==> config.mk <==
export PLATFORM = sky130hd
export DESIGN_NAME = mosq_zap_ctrl
export DESIGN_NICKNAME = d
export VERILOG_FILES = /design/src/rtl/mosq_pkg.sv /design/src/rtl/mosq_sample_tick.sv /design/src/rtl/mosq_zap_ctrl.sv
export SDC_FILE = /design/constraint.sdc
export NUM_CORES = 1
export LEC_CHECK = 0
export ABC_CLOCK_PERIOD_IN_PS = 2450
export BUFFER_PORTS_ARGS = -buffer_cell sky130_fd_sc_hd__buf_4
export CAP_MARGIN = 20
export CORE_AREA = 2 2 55 57
export DETAILED_ROUTE_END_ITERATION = 6
export DIE_AREA = 0 0 57 59
export PLACE_DENSITY_LB_ADDON = 0.12
export RECOVER_POWER = 50
export SLEW_MARGIN = 10
export SYNTH_ARGS = -nofsm -noshare
export SYNTH_HDL_FRONTEND = slang
export SYNTH_SLANG_ARGS = --single-unit
==> constraint.sdc <==
create_clock -name clk -period 2.45 [get_ports clk]
set_clock_uncertainty 0.15 [all_clocks]
set_input_delay 0.1225 -clock clk [delete_from_list [all_inputs] [get_ports clk]]
set_output_delay 0.1225 -clock clk [all_outputs]
set_load 0.05 [all_outputs]
==> src/rtl/mosq_pkg.sv <==
// Shared types and width helpers for the mosquito zapper control slice.
package mosq_pkg;

  localparam int STATE_W = 3;

  typedef enum logic [STATE_W-1:0] {
    ST_IDLE     = 3'd0,
    ST_ARMED    = 3'd1,
    ST_CONFIRM  = 3'd2,
    ST_FIRE     = 3'd3,
    ST_COOLDOWN = 3'd4,
    ST_FAULT    = 3'd5
  } state_t;

  // Bits needed to hold any value in 0..max_count.
  function automatic int cnt_w(input int max_count);
    return (max_count < 2) ? 1 : $clog2(max_count + 1);
  endfunction

  function automatic int prescale_w(input int div);
    return cnt_w(div - 1);
  endfunction

  function automatic int confirm_w(input int samples);
    return cnt_w(samples);
  endfunction

  function automatic int cooldown_w(input int samples);
    return cnt_w(samples);
  endfunction

  function automatic int timeout_w(input int cycles);
    return cnt_w(cycles);
  endfunction

endpackage

==> src/rtl/mosq_sample_tick.sv <==
// Sample-strobe prescaler: counts 0..SAMPLE_DIV-1 while enabled and emits a
// registered one-cycle det_en when the count sits at its last value.
// clr is synchronous and wins over en, so no strobe leaks out on the edge
// where the owner goes idle.
module mosq_sample_tick
  import mosq_pkg::*;
#(
  parameter int SAMPLE_DIV = 16
) (
  input  logic clk,
  input  logic rst,
  input  logic en,
  input  logic clr,
  output logic det_en
);

  localparam int PW = prescale_w(SAMPLE_DIV);
  localparam logic [PW-1:0] LAST = PW'(SAMPLE_DIV - 1);

  logic [PW-1:0] cnt;

  // Free-running divider with a registered terminal-count strobe.
  always_ff @(posedge clk or posedge rst) begin
    if (rst) begin
      cnt    <= '0;
      det_en <= 1'b0;
    end else if (clr) begin
      cnt    <= '0;
      det_en <= 1'b0;
    end else if (en) begin
      det_en <= (cnt == LAST);
      cnt    <= (cnt == LAST) ? '0 : cnt + PW'(1);
    end else begin
      det_en <= 1'b0;
    end
  end

endmodule

==> src/rtl/mosq_zap_ctrl.sv <==
// Mosquito detector / zapper sequencer: strobes the detector, qualifies
// is_mosq over consecutive samples, runs the fire_req/fire_ack handshake and
// a cooldown. Define MOSQ_ACK_TIMEOUT_EN to add an ack timeout that latches
// a FAULT state cleared by clear_fault.
module mosq_zap_ctrl
  import mosq_pkg::*;
#(
  parameter int SAMPLE_DIV       = 16,
  parameter int CONFIRM_SAMPLES  = 3,
  parameter int COOLDOWN_SAMPLES = 64,
  parameter int ACK_TIMEOUT      = 1024,
  parameter int CNT_W            = 8
) (
  input  logic               clk,
  input  logic               rst,
  input  logic               arm,
  input  logic               is_mosq,
  output logic               det_en,
  output logic               fire_req,
  input  logic               fire_ack,
  input  logic               clear_fault,
  output logic [STATE_W-1:0] state,
  output logic               busy,
  output logic               fault,
  output logic [CNT_W-1:0]   zap_cnt
);

  localparam int CW = confirm_w(CONFIRM_SAMPLES);
  localparam int DW = cooldown_w(COOLDOWN_SAMPLES);

  state_t          state_q, state_d;
  logic [CW-1:0]   conf_cnt, conf_d;
  logic [DW-1:0]   cool_cnt, cool_d;
  logic [CNT_W-1:0] zap_d;
  logic            tick_en, tick_clr;

`ifdef MOSQ_ACK_TIMEOUT_EN
  localparam int TW = timeout_w(ACK_TIMEOUT);
  logic [TW-1:0] to_cnt, to_d;
`endif

  assign state = state_q;

  // Prescaler runs only while active; clearing on the transition edge keeps
  // det_en quiet in IDLE/FAULT and restarts the phase on re-entry.
  assign tick_en  = (state_q != ST_IDLE) && (state_q != ST_FAULT);
  assign tick_clr = (state_d == ST_IDLE) || (state_d == ST_FAULT);

  mosq_sample_tick #(
    .SAMPLE_DIV(SAMPLE_DIV)
  ) u_tick (
    .clk   (clk),
    .rst   (rst),
    .en    (tick_en),
    .clr   (tick_clr),
    .det_en(det_en)
  );

  // Next-state, counter and handshake decisions; disarm beats a sample.
  always_comb begin
    state_d = state_q;
    conf_d  = conf_cnt;
    cool_d  = cool_cnt;
    zap_d   = zap_cnt;
`ifdef MOSQ_ACK_TIMEOUT_EN
    to_d    = '0;
`endif
    case (state_q)
      ST_IDLE: begin
        if (arm) state_d = ST_ARMED;
      end
      ST_ARMED: begin
        if (!arm) begin
          state_d = ST_IDLE;
        end else if (det_en && is_mosq) begin
          if (CONFIRM_SAMPLES == 1) begin
            state_d = ST_FIRE;
          end else begin
            state_d = ST_CONFIRM;
            conf_d  = CW'(1);
          end
        end
      end
      ST_CONFIRM: begin
        if (!arm) begin
          state_d = ST_IDLE;
          conf_d  = '0;
        end else if (det_en) begin
          if (!is_mosq) begin
            state_d = ST_ARMED;
            conf_d  = '0;
          end else if (conf_cnt == CW'(CONFIRM_SAMPLES - 1)) begin
            state_d = ST_FIRE;
            conf_d  = '0;
          end else begin
            conf_d = conf_cnt + CW'(1);
          end
        end
      end
      ST_FIRE: begin
        // Disarm is held off until the actuator acknowledges.
        if (fire_ack) begin
          if (zap_cnt != '1) zap_d = zap_cnt + CNT_W'(1);
          state_d = arm ? ST_COOLDOWN : ST_IDLE;
        end
`ifdef MOSQ_ACK_TIMEOUT_EN
        else if (to_cnt == TW'(ACK_TIMEOUT - 1)) begin
          state_d = ST_FAULT;
        end else begin
          to_d = to_cnt + TW'(1);
        end
`endif
      end
      ST_COOLDOWN: begin
        if (!arm) begin
          state_d = ST_IDLE;
          cool_d  = '0;
        end else if (det_en) begin
          if (cool_cnt == DW'(COOLDOWN_SAMPLES - 1)) begin
            state_d = ST_ARMED;
            cool_d  = '0;
          end else begin
            cool_d = cool_cnt + DW'(1);
          end
        end
      end
`ifdef MOSQ_ACK_TIMEOUT_EN
      ST_FAULT: begin
        if (clear_fault) state_d = ST_IDLE;
      end
`endif
      default: state_d = ST_IDLE;
    endcase
  end

  // State, counters and registered status outputs derived from next state.
  always_ff @(posedge clk or posedge rst) begin
    if (rst) begin
      state_q  <= ST_IDLE;
      conf_cnt <= '0;
      cool_cnt <= '0;
      zap_cnt  <= '0;
      fire_req <= 1'b0;
      busy     <= 1'b0;
    end else begin
      state_q  <= state_d;
      conf_cnt <= conf_d;
      cool_cnt <= cool_d;
      zap_cnt  <= zap_d;
      fire_req <= (state_d == ST_FIRE);
      busy     <= (state_d inside {ST_CONFIRM, ST_FIRE, ST_COOLDOWN});
    end
  end

`ifdef MOSQ_ACK_TIMEOUT_EN
  // Ack timeout counter and latched fault flag.
  always_ff @(posedge clk or posedge rst) begin
    if (rst) begin
      to_cnt <= '0;
      fault  <= 1'b0;
    end else begin
      to_cnt <= to_d;
      fault  <= (state_d == ST_FAULT);
    end
  end
`else
  // Without the timeout there is no fault path at all.
  logic unused_cfg;
  assign unused_cfg = clear_fault ^ (ACK_TIMEOUT < 1);
  assign fault      = 1'b0;
`endif

endmodule

==> summary.md <==
| Metric | Value |
|---|---|
| Maximum clock rate | about 0.5 GHz |
| Deepest clock path buffer count | 2 |
| Max stage delay on crit path | 0.55 ns |
| Initial DRC Count | 40 |
| DRC viols | 0 |
| Final number of setup-violating endpoints | 0 |
| Core ar. | roughly 0.0027 mm^2 |
| Num CTS Buffers | 3 |
| Initial antenna violation count | 0 |
| Setup TNS Final | 0 ns |
| Hold Path Class | in -> async |
| # fillers | 246 |
| Slew HR | 0.604 |
| WP data arrival | 2.13 ns |
| Initial Util | 0.542 |
| Crit-path cells | nand4bb_4, or4_4, nand2_1, and4bb_4, nor3_2 |
| Final Cycle Share | 0.832 |
| Layout cells sized above 1 | 0.129 |
| Top Family by Delay on Critical Path | simple AND/OR/NAND/NOR gates |
| Post-synth cell types | 46 |
| Adder-cell share of the synthesized area | 0.0255 |
| DR vias | between 1000 and 1500 |
| Multi-input gate area | between 700 and 800 um^2 |
| VDD IR max | 0.000356 V |
| IO Count | 21 |
| Die width | between 50 and 60 um |
| PortBufs | 18 |
| Post-DR vias/cell | roughly 5.7 |
| Fin crit period | between 2 and 2.5 ns |
| Post-Syn Area | 0.00147 mm^2 |
| DIE AREA | approximately 0.0034 mm^2 |
| Clock transition at path regs | around 0.14 ns |
| PwrDens | between 400 and 500 mW/mm^2 |
| Area Overhead vs Synth | 11.9% |
| # H-tree levels | 1 |
| Outcome | complete, no violations |
| CTS tree | yes |
| Post-CTS Resized | 0 |
| Dpl hpwl | 2170 um |
| Vias in the first global route | 1040 |
| Clock latency on the worst-skew pair | roughly 0.32 ns |
| Main combinational cell family by area after synthesis | simple AND/OR/NAND/NOR gates |
| Total Routing Usage GR | 0.183 |
| Critical-path top delay cell | dfrtp_1 |
| Post-Route WL | 2840 um |
| Register area | between 600 and 700 um^2 |
| CP startpoint kind | flip-flop |
| Die Height | a little under 60 um |
| Post-CTS Setup Inserts | 0 |
| Yosys synthesis warning count | 0 |
| Predominant post-synthesis flop cell | dfrtp_1 |
| Mux cell area share after synthesis | 0.0221 |
| Critical path capture point type | flip-flop |
| GRT overflow | 0 |
| Tot Pwr | approximately 0.00077 W |
| TritonRoute pass-1 iters | 4 |
| Slew @ Worst Pin | about 0.60 ns |
| Leak | between 0.7 and 0.8 nW |
| Syn nets | roughly 160 |
| CP Buf/Inv Count | 0 |
| Antenna Nets Post-Route | 0 |
| Synth Area in Simple Gates | 0.242 |
| Post-synthesis compound-gate area fraction | 0.143 |
| Kind of critical path | reg -> reg |
| DR WL/cell | ~14 um |
| Post-Synthesis Cells | approximately 150 |
| Count of pins over their slew limit | 0 |
| Final hold vios | 0 |
| Critical path peak fanout | 12 |
| Global-route wire length before repair | 4750 um |
| Row count | 19 |
| Post-synth EDFFs | 0 |
| Critical Path RT | between 2 and 3 ns |
| Hold buffers post-CTS | 4 |
| RSZ-0062 raised after global routing | false |
| Synth Area per Inst | a little under 10 um^2 |
| Post-Synth XOR/XNOR Area | 0.0536 |
| Clock sinks | 27 |
| # diodes | 0 |
| Register area share after synthesis | 0.460 |
| Maxcap violations | 0 |
| Synth async-reset ratio | 1.00 |
| Nets@finish | 180 |
| Pin count of the biggest net entering global routing | 16 |
| GPL Wtd Cong | roughly 0.77 |
| #FFs+latches synth | 27 |
| Clock root buffer | clkbuf_4 |
-- metal layers --
| layer | vias to the layer above | GRT usage | share of wire |
|---|---|---|---|
| met2 | 21 | 0.309 | 0.49 |
| li1 | 575 | - | - |
| met3 | 4 | 0.0306 | 0.036 |
| met1 | 540 | 0.239 | 0.46 |
| met5 | - | 0 | 0 |
| met4 | 0 | 0.0698 | 0.013 |
-- path summary, 6_finish.rpt --
| path | start | endpoint | slack [ns] | depth (start not counted) |
|---|---|---|---|---|
| worst max-delay path | state[1]$_DFF_PP0_ | u_tick.det_en$_DFF_PP0_ | 0.41 | 5 |
| worst max register to register | state[1]$_DFF_PP0_ | u_tick.det_en$_DFF_PP0_ | 0.41 | 5 |
| worst min-delay path | rst | zap_cnt[2]$_DFFE_PP0P_ | 0.21 | 3 |
| max in group asynchronous | rst | state[2]$_DFF_PP0_ | 1.22 | 4 |
| min in group clk | zap_cnt[7]$_DFFE_PP0P_ | zap_cnt[7]$_DFFE_PP0P_ | 0.36 | 1 |
| worst min register to register | zap_cnt[7]$_DFFE_PP0P_ | zap_cnt[7]$_DFFE_PP0P_ | 0.36 | 1 |
-- synth_stat cells (3+ instances only) --
library cell | instances | share of area
nand2_1 | 14 | 0.036
xor2_1 | 6 | 0.036
o21ai_0 | 8 | 0.027
nand4_1 | 3 | 0.013
ha_1 | 3 | 0.026
xnor2_1 | 3 | 0.018
nand2b_1 | 3 | 0.013
o31ai_1 | 3 | 0.015
nand3_1 | 8 | 0.027
and3_1 | 4 | 0.017
nor2_1 | 11 | 0.028
a21oi_1 | 5 | 0.017
inv_1 | 8 | 0.020
dfrtp_1 | 27 | 0.46
-- worst min-delay path, cell delays in order --
cell           delay (ns)
dlygate4sd3_1        0.53
clkbuf_4             0.13
inv_1                0.37
-- final cells by class --
type,count,share of cell area
flip-flops and latches,27,0.411
well taps,31,0.0236
clock buffers,4,0.0160
inverters,8,0.0183
repair buffers,24,0.0951
multi-input cells,107,0.437
-- cell families after synthesis --
| kind of cell | Yosys count |
|---|---|
| adder cells (fa/ha/maj) | 3 |
| buffers and inverters | 14 |
| flip-flops | 27 |
| AND/OR/NAND/NOR | 59 |
| XOR/XNOR | 9 |
| AO/OA/AOI/OAI | 32 |
| other | 1 |
| multiplexers | 3 |
-- through the flow --
| stage | utilization | std cells | setup slack, ns | hold slack (ns) | instance area (um^2) |
|---|---|---|---|---|---|
| global route | 0.607 | 201 | 0.296 | 0.267 | 1650 |
| detailed placement | 0.595 | 193 | 0.431 | 0.0319 | 1610 |
| finish | 0.607 | 201 | 0.411 | 0.213 | 1650 |
| floorplan | - | 148 | 0.408 | 0.0252 | 1470 |
| global placement | 0.595 | 193 | 0.485 | 0.0280 | 1610 |
| CTS | 0.620 | 201 | 0.405 | 0.227 | 1680 |
-- cell usage in the layout (no fill, tap or decap), types with 5 or more instances in the layout --
cell / n
clkbuf_1: 10
buf_4: 10
o21ai_0: 8
nand3_1: 8
nor2_1: 11
a21oi_1: 5
nand2_1: 14
dfrtp_1: 27
inv_1: 8
xor2_1: 6
-- state kept, by name, indices dropped and copies added, names as in the netlist --
signal,flops
busy,1
conf_cnt,2
cool_cnt,7
fire_req,1
state,3
u_tick.cnt,4
u_tick.det_en,1
zap_cnt,8
-- report_power, final --
group | total, W | leakage (nW) | switching, W | internal (W)
logic | 0.000100 | 0.366 | 0.0000585 | 0.0000420
registers | 0.000486 | 0.363 | 0.0000233 | 0.000463
clock network | 0.000187 | 0.0150 | 0.000124 | 0.0000637
total | 0.000774 | 0.743 | 0.000205 | 0.000569
No activity file was read; power rests on OpenSTA's default activity.
